==> config.mk <==
export PLATFORM = sky130hd
export DESIGN_NAME = ps2_host_tx
export DESIGN_NICKNAME = d
export VERILOG_FILES = /design/src/rtl/ps2_host_tx.sv
export SDC_FILE = /design/constraint.sdc
export NUM_CORES = 1
export LEC_CHECK = 0
export CORE_ASPECT_RATIO = 1.75
export CORE_MARGIN = 2
export CORE_UTILIZATION = 45
export CTS_CLUSTER_SIZE = 12
export DETAILED_ROUTE_END_ITERATION = 8
export GPL_TIMING_DRIVEN = 0
export HOLD_SLACK_MARGIN = 0.02
export SKIP_CTS_REPAIR_TIMING = 1
export SLEW_MARGIN = 20
export SYNTH_ARGS = -nofsm -noshare
export SYNTH_HDL_FRONTEND = slang
export SYNTH_SLANG_ARGS = --single-unit
==> constraint.sdc <==
create_clock -name Clock_50 -period 3.9 [get_ports Clock_50]
set_input_delay 1.17 -clock Clock_50 [delete_from_list [all_inputs] [get_ports Clock_50]]
set_output_delay 1.17 -clock Clock_50 [all_outputs]
set_load 0.01 [all_outputs]
==> src/rtl/ps2_host_tx.sv <==
// PS/2 host-to-device transmitter: inhibits the bus, issues request-to-send,
// shifts a byte out on device clock falls and checks the device acknowledge.
//
// state       | meaning
// S_IDLE      | lines released, waiting for TX_start
// S_INHIBIT   | clock held low for INHIBIT_CYCLES
// S_REQ       | clock and data held low (start bit) for REQ_CYCLES
// S_SEND      | clock released, data bits / parity / stop driven on device falls
// S_ACK       | waiting for the acknowledge fall, data must be low
// S_WAIT_IDLE | waiting for device to release both lines
module ps2_host_tx #(
   parameter int INHIBIT_CYCLES = 6000,
   parameter int REQ_CYCLES     = 100,
   parameter int TIMEOUT_CYCLES = 1000000
) (
   input  logic       Clock_50,
   input  logic       Resetn,
   input  logic [7:0] TX_data,
   input  logic       TX_start,
   input  logic       PS2_clock_I,
   input  logic       PS2_data_I,
   output logic       PS2_clock_oe,
   output logic       PS2_data_oe,
   output logic       TX_busy,
   output logic       TX_done,
   output logic       TX_error
);

   localparam int MAX_AB     = (INHIBIT_CYCLES > REQ_CYCLES) ? INHIBIT_CYCLES : REQ_CYCLES;
   localparam int MAX_CYCLES = (MAX_AB > TIMEOUT_CYCLES) ? MAX_AB : TIMEOUT_CYCLES;
   localparam int TW         = $clog2(MAX_CYCLES) + 1;

   localparam logic [TW-1:0] INH_LAST = TW'(INHIBIT_CYCLES - 1);
   localparam logic [TW-1:0] REQ_LAST = TW'(REQ_CYCLES - 1);
   localparam logic [TW-1:0] TO_LAST  = TW'(TIMEOUT_CYCLES - 1);

   typedef enum logic [2:0] {
      S_IDLE, S_INHIBIT, S_REQ, S_SEND, S_ACK, S_WAIT_IDLE
   } state_t;

   state_t        state, state_nxt;
   logic [TW-1:0] timer, timer_nxt;
   logic [3:0]    bit_idx, bit_idx_nxt;
   logic [7:0]    shift, shift_nxt;
   logic          parity, parity_nxt;
   logic          clock_oe_nxt, data_oe_nxt, busy_nxt, done_nxt, error_nxt;

   logic clk_meta, clk_sync, clk_prev, data_meta, data_sync;
   logic fall, timeout;

   // Synchronisers idle high so reset release never looks like a falling edge
   always_ff @(posedge Clock_50 or negedge Resetn) begin
      if (!Resetn) begin
         clk_meta  <= 1'b1;
         clk_sync  <= 1'b1;
         clk_prev  <= 1'b1;
         data_meta <= 1'b1;
         data_sync <= 1'b1;
      end else begin
         clk_meta  <= PS2_clock_I;
         clk_sync  <= clk_meta;
         clk_prev  <= clk_sync;
         data_meta <= PS2_data_I;
         data_sync <= data_meta;
      end
   end

   assign fall    = clk_prev & ~clk_sync;
   assign timeout = (timer == TO_LAST);

   always_ff @(posedge Clock_50 or negedge Resetn) begin
      if (!Resetn) begin
         state        <= S_IDLE;
         timer        <= '0;
         bit_idx      <= '0;
         shift        <= '0;
         parity       <= 1'b0;
         PS2_clock_oe <= 1'b0;
         PS2_data_oe  <= 1'b0;
         TX_busy      <= 1'b0;
         TX_done      <= 1'b0;
         TX_error     <= 1'b0;
      end else begin
         state        <= state_nxt;
         timer        <= timer_nxt;
         bit_idx      <= bit_idx_nxt;
         shift        <= shift_nxt;
         parity       <= parity_nxt;
         PS2_clock_oe <= clock_oe_nxt;
         PS2_data_oe  <= data_oe_nxt;
         TX_busy      <= busy_nxt;
         TX_done      <= done_nxt;
         TX_error     <= error_nxt;
      end
   end

   always_comb begin
      state_nxt    = state;
      timer_nxt    = timer + TW'(1);
      bit_idx_nxt  = bit_idx;
      shift_nxt    = shift;
      parity_nxt   = parity;
      clock_oe_nxt = PS2_clock_oe;
      data_oe_nxt  = PS2_data_oe;
      busy_nxt     = TX_busy;
      done_nxt     = 1'b0;
      error_nxt    = 1'b0;

      // Falls only restart the timer once the device owns the clock; our own
      // inhibit edge must not disturb the inhibit/request timing.
      if (fall && (state == S_SEND || state == S_ACK || state == S_WAIT_IDLE))
         timer_nxt = '0;

      case (state)
         S_IDLE: begin
            timer_nxt    = '0;
            clock_oe_nxt = 1'b0;
            data_oe_nxt  = 1'b0;
            busy_nxt     = 1'b0;
            if (TX_start && !TX_done && !TX_error) begin
               shift_nxt    = TX_data;
               parity_nxt   = ~^TX_data;
               bit_idx_nxt  = '0;
               clock_oe_nxt = 1'b1;
               busy_nxt     = 1'b1;
               state_nxt    = S_INHIBIT;
            end
         end
         S_INHIBIT: begin
            if (timer == INH_LAST) begin
               timer_nxt   = '0;
               data_oe_nxt = 1'b1;
               state_nxt   = S_REQ;
            end
         end
         S_REQ: begin
            if (timer == REQ_LAST) begin
               timer_nxt    = '0;
               clock_oe_nxt = 1'b0;
               state_nxt    = S_SEND;
            end
         end
         S_SEND: begin
            if (fall) begin
               bit_idx_nxt = bit_idx + 4'd1;
               if (bit_idx < 4'd8)
                  data_oe_nxt = ~shift[bit_idx[2:0]];
               else if (bit_idx == 4'd8)
                  data_oe_nxt = ~parity;
               else begin
                  data_oe_nxt = 1'b0;
                  state_nxt   = S_ACK;
               end
            end
         end
         S_ACK: begin
            if (fall) begin
               if (!data_sync)
                  state_nxt = S_WAIT_IDLE;
               else begin
                  error_nxt = 1'b1;
                  busy_nxt  = 1'b0;
                  state_nxt = S_IDLE;
               end
            end
         end
         S_WAIT_IDLE: begin
            if (clk_sync && data_sync) begin
               done_nxt  = 1'b1;
               busy_nxt  = 1'b0;
               state_nxt = S_IDLE;
            end
         end
         default: state_nxt = S_IDLE;
      endcase

      // Timeout overrides whatever the device-driven states decided
      if (timeout && (state == S_SEND || state == S_ACK || state == S_WAIT_IDLE)) begin
         clock_oe_nxt = 1'b0;
         data_oe_nxt  = 1'b0;
         busy_nxt     = 1'b0;
         done_nxt     = 1'b0;
         error_nxt    = 1'b1;
         state_nxt    = S_IDLE;
      end
   end

endmodule

==> results of run 1 <==
-- power groups by stage --
stage	Combinational (mW)	Clock [mW]	Sequential (mW)
after floorplan	0.430	0	0.663
after global placement	0.610	0	0.680
after detailed placement	0.619	0	0.682
after CTS	0.624	0.333	0.673
after global routing	0.691	0.362	0.687
final	0.617	0.327	0.673
-- cell families after synthesis --
| group | count (synthesis) |
|---|---|
| simple gates | 135 |
| flops | 47 |
| xor+xnor | 28 |
| compound gates | 27 |
| buf+inv | 17 |
| mux | 4 |
| fa+ha+maj | 4 |
-- path summary, 6_finish.rpt --
check                            end  slack [ns]  cells past startpoint
setup / recovery            shift[7]        1.02                      6
hold / removal              clk_sync        0.35                      0
setup reg to reg            timer[7]        1.67                      7
hold reg to reg             clk_sync        0.35                      0
max in group asynchronous  data_meta        2.45                      2
min in group asynchronous   shift[2]        0.84                      1
-- final cells by class --
cell class	count	area share [%]
plain buffers	12	1.71
clock buffers	8	3.50
inverters	5	0.657
multi-input cells	198	43.0
flip-flops and latches	47	41.4
well taps	74	3.24
repair buffers	18	6.48
-- worst max-delay path: stages --
cell and delay, ns:
clkdlybuf4s50_1 0.45, or3b_1 0.40, nor4_1 0.42, clkbuf_1 0.44, nand2_1 0.16, nand2_1 0.09
-- layer usage --
layer	GRT usage (%)	vias to the layer above	part of all wire [%]
met2	42.9	34	59
li1	-	960	-
met1	22.6	981	37
met4	8.38	0	2.3
met3	3.16	11	2.1
met5	0	-	0
-- cell usage after synthesis, drive strengths merged, types with 3 or more instances --
| cell | number |
|---|---|
| nand2 | 43 |
| dfrtp | 42 |
| nor2 | 31 |
| xnor2 | 19 |
| nand3 | 13 |
| nand4 | 10 |
| clkbuf | 9 |
| o21ai | 9 |
| xor2 | 9 |
| nor3 | 7 |
| nor4 | 6 |
| a21oi | 5 |
| dfstp | 5 |
| inv | 5 |
| nor2b | 5 |
| ha | 4 |
| nand2b | 4 |
| buf | 3 |
-- flip-flops by register name, summed over array words and instances, names as in the netlist --
signal	count
TX_done	1
PS2_data_oe	1
timer	21
TX_error	1
clk_prev	1
data_meta	1
TX_busy	1
bit_idx	4
data_sync	1
parity	1
clk_sync	1
clk_meta	1
state	3
PS2_clock_oe	1
shift	8
-- stage by stage --
| stage | utilization (%) | total power [mW] | hold slack, ns |
|---|---|---|---|
| finish | 53.9 | 1.62 | 0.351 |
| CTS | 53.9 | 1.63 | 0.356 |
| detailed placement | 52.0 | 1.30 | 0.349 |
| global placement | 51.8 | 1.29 | 0.346 |
| floorplan | - | 1.09 | 0.345 |
| global route | 53.9 | 1.74 | 0.356 |
==> metrics.csv, run 1 <==
stage,metric,value,unit
power_and_ir_drop,Pint,1.00,mW
global_routing,largest net degree at the start of global routing,27,
final_layout,"leading cell type in the layout, fill and taps excluded",nand2_1,
placed_design,dpl hpwl,4.53,mm
synth,"area leader, netlist",dfrtp_1,
worst_setup_path,"Req. time, crit path",4.14,ns
sta,achievable clock frequency,347,MHz
routing,average via count per standard cell,5.49,
sta,final max-slew violation count,0,
routing,drt pass-1 iters,4,
final_layout,finished layout cell area,2860,um^2
synth,"top cells by area, synth","dfrtp_1 (42%), xnor2_1 (6.7%), nand2_1 (6.5%)",
sta,Worst slew margin,63.3,%
synth,syn_nets,279,
synth,Post-synth EDFFs,0,
worst_setup_path,startpoint types,primary input,
synth,yosys warns,0,
synth,largest family of logic cells by synthesized area,simple AND/OR/NAND/NOR gates,
placed_design,placed cells,354,
sta,period utilization,73.8,%
clock_network,clock-pin transition on the worst setup and hold timing paths,0.09,ns
floorplan,die area,6140,um^2
sta,Fin. Hold Viols,0,
routing,Via Count,1986,
routing,final WL,5.89,mm
power_and_ir_drop,PwrDens,565,nW/um^2
clock_network,Max Root-Sink Buffers,2,
global_routing,first-pass GRT wire length,10.1,mm
sta,setup tns final,0,ns
synth,adder-cell area share of the yosys netlist,2.02,%
floorplan,Rows,35,
floorplan,core box area,5300,um^2
placed_design,placed instance area,2760,um^2
sta,worst-margin pin slew,0.550,ns
worst_setup_path,FF-to-FF Start,timer[0],
clock_network,htree depth,2,
final_layout,area delta synth->final,15.2,%
sta,RSZ-0062 raised after global routing,no,
power_and_ir_drop,P_leak,1.19,nW
placed_design,dpl ws,0.688,ns
final_layout,most frequent cells in the layout,"nand2_1 (43), dfrtp_1 (42), nor2_1 (31)",
routing,DRT iter0 DRCs,71,
global_routing,initial antenna violation count,0,
synth,post-synthesis mux area share,2.67,%
synth,XOR/XNOR Fraction of Synth Area,9.89,%
final_layout,nets,304,
final_layout,n_diodes,0,
clock_network,TritonCTS clock tree,done,
clock_network,clk sinks,47,
routing,DR WL/cell,16.3,um
min_path,Worst Hold Class,reg -> reg,
power_and_ir_drop,Clock Power Share,20.2,%
worst_setup_path,crit path capture type,register,
worst_setup_path,crit path launch,TX_start,
power_and_ir_drop,Switching Power,615,uW
global_routing,GRT Total Usage,22.1,%
flow_run,number of max-cap violations,0,
placed_design,GP Congestion,0.810,
global_routing,vias in the first global route,2037,
synth,Mapped Avg Cell Area,9.47,um^2
synth,synthesized area,2480,um^2
synth,Async SR Flop Fraction,100,%
final_layout,area of the multi-input gates,1230,um^2
power_and_ir_drop,sequential share of power,41.6,%
routing,antenna-violating nets left,0,
sta,crit path time final,2.88,ns
final_layout,fillers,516,
synth,Compound-Gate Fraction of Synth Area,7.67,%
synth,area share of and/or/nand/nor cells after synthesis,27.3,%
placed_design,input/output buffers,17,
clock_network,root buf cell,clkbuf_8,
min_path,min-delay src,clk_meta,
sta,final setup violation count,0,
worst_setup_path,critical path data arrival time,3.12,ns
clock_network,CTS buffer count,5,
synth,Synth Instances,262,
final_layout,Final Non-Filler Cells,362,
power_and_ir_drop,Worst VDD drop,0.327,mV
synth,Most used DFF post-synth,dfrtp_1,
routing,DRC errors left,0,
sta,clk_skew,0.00947,ns
final_layout,layout cells sized above 1,9.03,%
synth,Yosys reg bits,47,
run_status,status,finished clean,
global_routing,GRT overflow,0,
floorplan,Initial Util,46.8,%
power_and_ir_drop,switching share of power,38.1,%
clock_network,"Clk Latency, worst-skew pair",0.30,ns
synth,Netlist cell types,47,
power_and_ir_drop,Gate power share,38.2,%
floorplan,io pins,18,
synth,share of the synthesized area in the top cell type,42.4,%
worst_setup_path,CP max FO,10,
final_layout,FF+latch area,1180,um^2
synth,"Seq/Total Area, Yosys",47.7,%
floorplan,Die Y-Extent,102,um
sta,final setup margin,1.02,ns
worst_setup_path,Setup CP Type,in -> reg,
floorplan,Die Wd,60.1,um
No activity file was read; power rests on OpenSTA's default activity.
==> inputs of run 2 (changes only) <==
==> constraint.sdc (replaced) <==
create_clock -name Clock_50 -period 2.7 [get_ports Clock_50]
set_input_delay 0.81 -clock Clock_50 [delete_from_list [all_inputs] [get_ports Clock_50]]
set_output_delay 0.81 -clock Clock_50 [all_outputs]
set_load 0.01 [all_outputs]
==> results of run 2 <==
Same layout as run 1 (identical final DEF). Status: finished clean.
Among the figures that moved: setup slack after placement 0.688 ns -> -0.152 ns; setup slack after layout 1.02 ns -> 0.182 ns; register-to-register setup slack 1.67 ns -> 0.47 ns; total power 1.62 mW -> 2.33 mW; worst IR drop on VDD 0.327 mV -> 0.472 mV
